## src/rtl/modhalfq_iter.sv

```systemverilog
// Iterative multi-lane modular scaler: a*2^-k mod Q (halve) or a*2^k mod Q (double),
// one step per clock on every lane, valid/ready on both sides.
module modhalfq_iter #(
  parameter int WIDTH = 12,
  parameter int Q     = 3329,
  parameter int LANES = 4,
  parameter int KW    = 4
) (
  input  logic                   clk,
  input  logic                   rst,
  input  logic                   in_valid,
  output logic                   in_ready,
  input  logic                   in_dir,
  input  logic [KW-1:0]          in_k,
  input  logic [LANES*WIDTH-1:0] in_a,
  output logic                   out_valid,
  input  logic                   out_ready,
  output logic [LANES*WIDTH-1:0] out_b
);

  localparam logic [1:0] IDLE = 2'd0;
  localparam logic [1:0] RUN  = 2'd1;
  localparam logic [1:0] DONE = 2'd2;

  localparam logic [WIDTH:0] Q_EXT = (WIDTH+1)'(Q);

  // One conditional subtract brings any WIDTH-bit value into [0, Q) since 2^WIDTH < 2Q.
  function automatic logic [WIDTH-1:0] reduce_once(input logic [WIDTH-1:0] a);
    logic [WIDTH:0] a_ext;
    a_ext = {1'b0, a};
    if (a_ext >= Q_EXT) begin
      return WIDTH'(a_ext - Q_EXT);
    end else begin
      return a;
    end
  endfunction

  // Odd values get Q added first so the shift stays exact modulo Q.
  function automatic logic [WIDTH-1:0] halve_step(input logic [WIDTH-1:0] x);
    logic [WIDTH:0] s;
    if (x[0]) begin
      s = {1'b0, x} + Q_EXT;
    end else begin
      s = {1'b0, x};
    end
    return WIDTH'(s >> 1);
  endfunction

  function automatic logic [WIDTH-1:0] double_step(input logic [WIDTH-1:0] x);
    logic [WIDTH:0] y;
    y = {x, 1'b0};
    if (y >= Q_EXT) begin
      return WIDTH'(y - Q_EXT);
    end else begin
      return WIDTH'(y);
    end
  endfunction

  logic [1:0]       state_r;
  logic [1:0]       state_nxt_s;
  logic [KW-1:0]    cnt_r;
  logic [KW-1:0]    cnt_nxt_s;
  logic             dir_r;
  logic             dir_nxt_s;
  logic             out_valid_r;
  logic             accept_s;
  logic             in_ready_s;
  logic [WIDTH-1:0] lane_r     [LANES];
  logic [WIDTH-1:0] lane_nxt_s [LANES];

  // Input acceptance: idle, or done with the current result being consumed.
  always_comb begin
    in_ready_s = (state_r == IDLE) | ((state_r == DONE) & out_ready);
    accept_s   = in_valid & in_ready_s;
  end

  // Next-state, step counter and direction latch.
  always_comb begin
    state_nxt_s = state_r;
    cnt_nxt_s   = cnt_r;
    dir_nxt_s   = dir_r;
    case (state_r)
      IDLE, DONE: begin
        if (accept_s) begin
          cnt_nxt_s   = in_k;
          dir_nxt_s   = in_dir;
          state_nxt_s = (in_k == KW'(0)) ? DONE : RUN;
        end else if (state_r == DONE && out_ready) begin
          state_nxt_s = IDLE;
        end else begin
          state_nxt_s = state_r;
        end
      end
      RUN: begin
        // cnt is never 0 here; the guard only keeps a corrupted count from wrapping
        if (cnt_r <= KW'(1)) begin
          cnt_nxt_s   = KW'(0);
          state_nxt_s = DONE;
        end else begin
          cnt_nxt_s   = cnt_r - KW'(1);
          state_nxt_s = RUN;
        end
      end
      default: begin
        state_nxt_s = IDLE;
        cnt_nxt_s   = KW'(0);
      end
    endcase
  end

  // Lane datapath: capture reduced inputs on accept, step every cycle in RUN.
  always_comb begin
    for (int i = 0; i < LANES; i++) begin
      if (accept_s) begin
        lane_nxt_s[i] = reduce_once(in_a[i*WIDTH +: WIDTH]);
      end else if (state_r == RUN) begin
        lane_nxt_s[i] = dir_r ? double_step(lane_r[i]) : halve_step(lane_r[i]);
      end else begin
        lane_nxt_s[i] = lane_r[i];
      end
    end
  end

  // Control state registers.
  always_ff @(posedge clk or posedge rst) begin
    if (rst) begin
      state_r     <= IDLE;
      cnt_r       <= KW'(0);
      dir_r       <= 1'b0;
      out_valid_r <= 1'b0;
    end else begin
      state_r     <= state_nxt_s;
      cnt_r       <= cnt_nxt_s;
      dir_r       <= dir_nxt_s;
      out_valid_r <= (state_nxt_s == DONE);
    end
  end

  // Lane registers double as the output holding registers.
  always_ff @(posedge clk or posedge rst) begin
    if (rst) begin
      for (int i = 0; i < LANES; i++) begin
        lane_r[i] <= WIDTH'(0);
      end
    end else begin
      for (int i = 0; i < LANES; i++) begin
        lane_r[i] <= lane_nxt_s[i];
      end
    end
  end

  // Output packing.
  always_comb begin
    for (int i = 0; i < LANES; i++) begin
      out_b[i*WIDTH +: WIDTH] = lane_r[i];
    end
  end

  assign in_ready  = in_ready_s;
  assign out_valid = out_valid_r;

endmodule

```

## config.mk

```make
export PLATFORM = sky130hd
export DESIGN_NAME = modhalfq_iter
export DESIGN_NICKNAME = d
export VERILOG_FILES = /design/src/rtl/modhalfq_iter.sv
export SDC_FILE = /design/constraint.sdc
export NUM_CORES = 1
export LEC_CHECK = 0
export CAP_MARGIN = 20
export CORE_MARGIN = 4
export CORE_UTILIZATION = 49
export CTS_BUF_LIST = sky130_fd_sc_hd__clkbuf_4 sky130_fd_sc_hd__clkbuf_8 sky130_fd_sc_hd__clkbuf_16
export CTS_CLUSTER_DIAMETER = 120
export CTS_CLUSTER_SIZE = 30
export DETAILED_ROUTE_END_ITERATION = 7
export PLACE_DENSITY = 0.78
export SLEW_MARGIN = 25
export SYNTH_ARGS = -nofsm -noshare
export SYNTH_HDL_FRONTEND = slang
export SYNTH_SLANG_ARGS = --single-unit
```

## constraint.sdc

```tcl
create_clock -name clk -period 2.3 [get_ports clk]
set_input_delay 0.46 -clock clk [delete_from_list [all_inputs] [get_ports clk]]
set_output_delay 0.46 -clock clk [all_outputs]
set_load 0.01 [all_outputs]
```

Word-level counts from Yosys, hierarchy flattened. Cells that the tools add are included.

Multiplexer cells: 32. Add/sub/neg operators: 13. Divide/modulo/power cells: 0. Order comparisons: 9. Reductions and logical operators: 6. Multipliers: 0. Equality and inequality tests: 4. Shift operators: 0. Bitwise logic cells: 3.

Operators with widths (count): $mux 12 (20); $sub 12x12->12 const B (8); $add 12x12->13 const B (4); $ge 13x12->1 const B (4); $mux 13 (4); $ge 12x12->1 const B (4); $mux 2 (4); $mux 4 (2); $pmux 4 s2 (1); $eq 2x2->1 const B (2); $le 4x1->1 const B (1); $logic_not 4->1 (1); $pmux 2 s2 (1); $sub 4x1->4 const B (1); $and 1x1->1 (2); $eq 2x1->1 const B (1); $logic_not 2->1 (1); $ne 2x2->1 const B (1); $reduce_and 2->1 (1); $reduce_bool 2->1 (1); $reduce_or 2->1 (1); $logic_and 1x1->1 (1); $or 1x1->1 (1).

Memories: 0. Output and inout bits: 50. Word-level logic and storage cells: 75. Input port bits: 57. RAM bits: 0. ROM bits: 0. Latch bits: 0. Register bits after elaboration: 56.

Logic depth before layout (Yosys ltp). Gate-level depths: netlist (run 1).

Depth in word-level cells: 7. Mapped depth: 10. Depth with buffers taken out: 8.

Least setup slack after synthesis (run 1). No wires, ideal clock.

Path kind: register -> register. From: register lane_r (netlist bit out_b[36]). To: register lane_r (netlist bit out_b[43]). Cell stages (with the launch flop): 10. Setup slack: -0.120 ns. Clock period less this slack: 2.420 ns. Data required time: 2.162 ns. Buffers on the path: 1. Arrival time: 2.282 ns. Setup time: 0.138 ns. Cell sequence: dfrtp_1 -> clkbuf_1 -> inv_1 -> ha_1 -> nor4b_1 -> a211oi_2 -> nand4b_1 -> xnor2_1 -> a222oi_1 -> o21ai_0.

Word-level cells in the longest chain between the ends: 5. Elaborated cells on any way between the ends: 8. Those cells by class: 2 x add/sub; 1 x order compare; 5 x mux.

Ends and longest elaborated chain: start: declaration (RTL line 68) `logic [WIDTH-1:0] lane_r [LANES];`; start signal: indexed assignment (RTL line 147) `lane_r[i] <= lane_nxt_s[i];`; $add 12x12->13, or another cell as far along (RTL line 42) `s = {1'b0, x} + Q_EXT;`; $mux 13 / $mux 12 (equally long branches) (RTL line 41, 52); $mux 12 (*) (RTL line 117) `lane_nxt_s[i] = dir_r ? double_step(lane_r[i]) : halve_step(lane_r[i]);`; $mux 12 (*) (RTL line 116) `end else if (state_r == RUN) begin`; $mux 12 (*) (RTL line 114) `if (accept_s) begin`.

Every way passes the cells marked *; elsewhere a longest branch is shown, timed or not. The select of a mux whose other input is x is not followed. A chain may end at the register's enable or synchronous reset.

Worst setup path after layout (run 1).
From: input in_a[15]. To: register lane_r (netlist bit out_b[17]).

Word-level cells in the longest chain between the ends: 3. Elaborated cells on any way between the ends: 4. Those cells by class: 1 x add/sub; 1 x order compare; 2 x mux.

Ends and longest elaborated chain: start: declaration (RTL line 15) `input logic [LANES*WIDTH-1:0] in_a,`; $sub 12x12->12 / $ge 12x12->1 (equally long branches) (RTL line 32, 31); $mux 12 (*) (RTL line 31) `if (a_ext >= Q_EXT) begin`; $mux 12 (*) (RTL line 114).

Every way passes the cells marked *; elsewhere a longest branch is shown, timed or not.

==> results of run 1 <==
-- cell type report --
cell class              count  area, um^2
clock inverters             1        7.51
well taps                 168         210
fillers                   971        3520
multi-input cells         662        4490
clock buffers               7         146
repair buffers            254        2220
flip-flops and latches     56        1400
inverters                  31         116
-- power by group through the flow --
stage / combinational (mW) / sequential [mW] / clock (mW)
floorplan: 4.89 / 2.11 / 0
global placement: 7.77 / 2.26 / 0
detailed placement: 7.88 / 2.26 / 0
CTS: 7.99 / 2.25 / 0.831
global route: 8.80 / 2.37 / 0.872
finish: 8.15 / 2.29 / 0.838
-- routing by layer --
layer / share of wire, % / up-vias
met5: 0 / -
met4: 2.1 / 0
met3: 8.4 / 61
met2: 47 / 399
met1: 43 / 3389
li1: - / 3403
-- flip-flops by register name (all words and copies together) (netlist names) --
name       count
state_r        2
out_valid      1
out_b         48
dir_r          1
cnt_r          4
-- final timing paths --
path | cells past startpoint | startpoint | to
max in group asynchronous | 3 | rst | out_b[1]$_DFFE_PP0P_
worst min-delay path | 3 | rst | out_b[40]$_DFFE_PP0P_
worst max register to register | 6 | out_b[2]$_DFFE_PP0P_ | out_b[8]$_DFFE_PP0P_
min in group clk | 2 | cnt_r[3]$_DFFE_PP0P_ | cnt_r[3]$_DFFE_PP0P_
worst min register to register | 2 | cnt_r[3]$_DFFE_PP0P_ | cnt_r[3]$_DFFE_PP0P_
worst max-delay path | 7 | in_a[15] | out_b[17]$_DFFE_PP0P_
-- stage by stage --
step	hold WS, ns	setup slack (ns)	util, %	TNS (ns)	area (um^2)
5_1_grt	0.572	-0.0317	70.9	-0.0940	8590
4_1_cts	0.517	0.0116	69.9	0	8460
2_1_floorplan	0.470	0.0128	-	0	6110
3_5_place_dp	0.500	-0.569	68.1	-13.48	8240
3_3_place_gp	0.490	-0.467	68.1	-11.39	8240
6_report	0.526	0.0106	70.9	0	8590
-- cell families after synthesis --
logic type | share of synthesized area (%)
DFF | 23.0
xor gates and xnor gates | 11.9
AOI/OAI and AO/OA | 29.5
and+or+nand+nor | 23.9
adders and majority gates | 3.69
muxes | 1.85
buffers and inverters | 6.22
-- worst register-to-register path, cell delays in order, from the launching register on --
cell and delay (ns):
dfrtp_1 0.38, or4_4 0.60, o2111ai_4 0.31, nand2_1 0.19, o41ai_1 0.14, xor2_1 0.13
a221oi_1 0.33
-- layout by cell type (no fill, tap or decap), drive strengths merged, types with 14 or more instances in the layout --
cell type      instances
dfrtp                 56
xnor2                 55
nand4                 14
a211oi                19
inv                   30
clkdlybuf4s50         94
xor2                  28
nor3                  25
nand2                 73
ha                    18
nor2                  67
o21ai                 61
a31oi                 14
a21oi                 48
buf                  148
nand3                 34
-- what timing repair did --
action / in CTS / in global routing
setup endpoints to repair: 29 / 22
pin swaps: 11 / 16
cloned: 0 / 0
hold buffers: 0 / 0
setup buffers: 2 / 1
resized for setup: 21 / 27
==> impl_metrics.toml, run 1 <==
[status]
status = "completed"

[global_routing]
grt_antenna_before_repair = 0
grt_overflow = 0
gr-usage-all-layers_pct = 27.7
use_met1_pct = 38.3
grt_use_met3_pct = 3.53
use_met2_pct = 45.7
grt_pass1_vias = 6782
grt-busiest-layer = "met2"
grt_max_degree = 57
grt_pass1_wl_um = 33100

[timing]
fin_skew_ns = 0.00655
rsz0062_at_grt = "yes"
period_needed_ns = 2.29
slew_headroom_pct = 55.4
fin_crit_sh_pct = 99.5
fmax_mhz = 437
setup_violations = 0
worst_pin_slew_ns = 0.667
finalMaxSlewViolations = 0
hold_violations = 0

[synth]
seq_area_frac_synth_pct = 23.0
synth_edf_count = 0
synth_ff_type = "dfrtp_1"
async_reset_ff_share_pct = 100
ys_ff_latch = 56
yosys.area.top_type = "dfrtp_1"
synthCells = 815
ys_top_cells_by_area = "dfrtp_1 (23%), xnor2_1 (7.9%), o21ai_0 (4.9%)"
synth_cell_types = 75
synth_area_mm2 = 0.00610
yosys.area.top_type_share_pct = 23.0
syn-mean-instance-area_um2 = 7.48
syn-num-nets = 890
yosysMostFrequentCell = "nand2_1"
synth_commonest_cells = "nand2_1 (73), nor2_1 (67), o21ai_0 (60)"
synth_warnings = 0

[layout]
antenna_cells = 0
fin_nets = 1085
drive_gt1_share_pct = 19.5
syn2layout_area_growth_pct = 40.8
final_cells = 1179

[cts]
worst_skew_pair.late_latency_ns = 0.30
htree_levels = 2
clk_path_buf_depth = 2
cts_inserted_buffers = 5
cts_tree = "yes"
clk_pin_slew_worst_paths_ns = 0.08
cts.sinks = 56
clk_root_buffer_cell = "clkbuf_16"

[pwr]
power_density_mw_per_mm2 = 1310
internal-power_mw = 5.75
p_leak_nw = 3.41
power_mw = 11.3
pwr-share-clk_pct = 7.4
ir_worst_vdd_mv = 0.831
p_switching_mw = 5.53
swShare_pct = 49.0
power_frac_comb_pct = 72.3
power_frac_seq_pct = 20.3

[setup_path]
critPathLaunchType = "input pin"
ff2ff_setup_slack_ns = 0.11
worst-path-max-fanout = 3
cp_cell_sequence = "clkdlybuf4s50_1 > or4b_4 > o21a_4 > o211a_4 > and2_4 > xnor2_1 > a221oi_1"
slowest_delay_ns = 0.55
cp_top_family = "compound AO/OA/AOI/OAI gates"
crit_type = "input pin to flop"
worstPathArrival_ns = 2.49
required_ns = 2.50
path_buf_inv = 1
crit_path_end_kind = "flop"
critPathSlowestCell = "or4b_4"

[hold_path]
hp-class = "input pin to async pin"

[floorplanning]
die_w_um = 120
die_h_um = 120
die_area_mm2 = 0.0143
pin_count = 107
start_util_pct = 50.4
rows = 40
coreArea_mm2 = 0.0121

[route]
wirelength_um = 20600
drt_iter0_markers = 963
wire_per_inst_um = 17.5
final_antenna_net_count = 0
vias = 7252
firstDrtPassIters = 6
drc_errors = 0
viasPerCell = 6.15

[placed_design]
routabilityCongestion = 0.956
hpwl_um = 15000
numPortBuffers = 106
dp.cells = 1168

[run]
drv_cap = 0
No activity file was read; power rests on OpenSTA's default activity.
==> run 2: changes to the inputs <==
--- a/config.mk
+++ b/config.mk
@@ -7,12 +7,13 @@
 export LEC_CHECK = 0
 export CAP_MARGIN = 20
 export CORE_MARGIN = 4
-export CORE_UTILIZATION = 49
+export CORE_UTILIZATION = 57
 export CTS_BUF_LIST = sky130_fd_sc_hd__clkbuf_4 sky130_fd_sc_hd__clkbuf_8 sky130_fd_sc_hd__clkbuf_16
 export CTS_CLUSTER_DIAMETER = 120
 export CTS_CLUSTER_SIZE = 30
 export DETAILED_ROUTE_END_ITERATION = 7
-export PLACE_DENSITY = 0.78
+export DONT_BUFFER_PORTS = 1
+export PLACE_DENSITY = 0.72
 export SLEW_MARGIN = 25
 export SYNTH_ARGS = -nofsm -noshare
 export SYNTH_HDL_FRONTEND = slang
==> constraint.sdc (replaced) <==
create_clock -name clk -period 2.7 [get_ports clk]
set_input_delay 0.54 -clock clk [delete_from_list [all_inputs] [get_ports clk]]
set_output_delay 0.54 -clock clk [all_outputs]
set_load 0.01 [all_outputs]
==> impl_metrics.toml, run 2 (same netlist as run 1, synthesis figures left out) <==
[global_routing]
gr-usage-all-layers_pct = 29.3
grt_pass1_vias = 6197
grt_max_degree = 33
grt_antenna_before_repair = 0
grt_overflow = 0
grt_pass1_wl_um = 30800

[setup_path]
worstPathArrival_ns = 2.61
r2r_cells = 8
critPathLaunchType = "flop"
worst_r2r_endpoint = "out_b[5]$_DFFE_PP0P_"
crit_path_end_kind = "flop"
crit_end = "out_b[5]$_DFFE_PP0P_"
ff2ff_setup_slack_ns = 0.31
regToRegStartpoint = "out_b[0]$_DFFE_PP0P_"
worst-path-max-fanout = 7
required_ns = 2.92
crit_type = "flop to flop"
crit_path_start = "out_b[0]$_DFFE_PP0P_"

[cts]
cts_inserted_buffers = 5
htree_levels = 2
cts_resized = 0
cts_setup_buffers = 0
clk_root_buffer_cell = "clkbuf_8"
cts.sinks = 56
cts_tree = "yes"
worst_skew_pair.late_latency_ns = 0.32
clk_path_buf_depth = 2
holdBufCountCts = 0
clk_pin_slew_worst_paths_ns = 0.10

[placed_design]
hpwl_um = 13900
place_area_mm2 = 0.00629
dp.cells = 921
numPortBuffers = 0
pre_cts_ws_ns = 0.173
routabilityCongestion = 0.929

[route]
wire_per_inst_um = 20.5
drc_errors = 0
firstDrtPassIters = 8
wirelength_um = 19000
viasPerCell = 6.94
drt_iter0_markers = 759
final_antenna_net_count = 0
vias = 6443

[timing]
setup_violations = 0
finalMaxSlewViolations = 0
slew_headroom_pct = 45.3
timing.hold.ws_ns = 0.166
fin_skew_ns = 0.0134
fmax_mhz = 419
worst_pin_slew_ns = 0.819
hold_violations = 0
period_needed_ns = 2.39
fin_crit_sh_pct = 88.4
rsz0062_at_grt = "no"
final.setup.tns_ns = 0
fin_ws_ns = 0.312

[layout]
nFillCells = 964
final_common_cell = "nand2_1"
antenna_cells = 0
mostFrequentLayoutCells = "nand2_1 (73), nor2_1 (66), o21ai_0 (59)"
design_area_mm2 = 0.00641
largest_reg_flops = 48
final_cells = 929
drive_gt1_share_pct = 8.07
utilization_pct = 61.8
syn2layout_area_growth_pct = 5.13
fin_nets = 867

[pwr]
power_density_mw_per_mm2 = 1260
power_mw = 8.10
ir_worst_vdd_mv = 0.537
p_leak_nw = 2.33

[floorplanning]
die_area_mm2 = 0.0124
coreArea_mm2 = 0.0104
start_util_pct = 58.8
die_h_um = 111
rows = 37
pin_count = 107
die_w_um = 111

[run]
drv_cap = 0

[hold_path]
hp-class = "input pin to async pin"

[status]
status = "completed"
==> run 2: changes by cell type in the layout (fill, tap and decap cells not counted), sizes merged, moves of 2 or more <==
cell / previous run / this run
dlygate4sd2: 4 / 0
clkbuf: 8 / 5
clkinv: 1 / 3
clkdlybuf4s50: 94 / 0
buf: 148 / 36
dlymetal6s2s: 6 / 0
==> run 2: per-layer routing <==
metal	up-vias	share of wire [%]	GRT usage, %
li1	2966	-	-
met1	3093	40	38.5
met2	340	48	48.8
met3	44	9.5	5.82
met4	0	2.5	9.41
met5	-	0	0
==> run 2: worst min-delay path by stage <==
stage                          from                    end  cells after the start  slack [ns]
4_1_cts                         rst  out_b[46]$_DFFE_PP0P_                      1        0.18
5_1_grt                         rst  out_b[46]$_DFFE_PP0P_                      1        0.20
3_5_place_dp   cnt_r[3]$_DFFE_PP0P_   cnt_r[3]$_DFFE_PP0P_                      2        0.51
6_report                        rst   out_b[8]$_DFFE_PP0P_                      1        0.17
3_3_place_gp   cnt_r[3]$_DFFE_PP0P_   cnt_r[3]$_DFFE_PP0P_                      2        0.49
2_1_floorplan  cnt_r[3]$_DFFE_PP0P_   cnt_r[3]$_DFFE_PP0P_                      2        0.47
==> run 2: critical path: stages (launching register included) <==
cell       delay (ns)
dfrtp_1          0.37
clkinv_1         0.21
ha_1             0.32
nand2b_1         0.13
o2111ai_2        0.23
a2111oi_0        0.58
xnor2_1          0.18
a21oi_1          0.09
a211oi_1         0.19
==> run 2: area by class of cell <==
class                           instances  area [um^2]  area share [%]
Timing Repair Buffer                   36          283            4.41
Inverter                               31          116            1.81
Sequential cell                        56         1400            21.9
Clock buffer                            5         68.8            1.07
Clock inverter                          3         47.5           0.742
Tap cell                              136          170            2.65
Multi-Input combinational cell        662         4320            67.4
==> run 2: where the power goes <==
part	switching (mW)	leakage [nW]	total, mW	internal [mW]
sequential	1.00	0.666	2.28	1.28
clock	0.308	0.0583	0.589	0.280
combinational	3.08	1.61	5.23	2.15
total	4.39	2.33	8.10	3.71
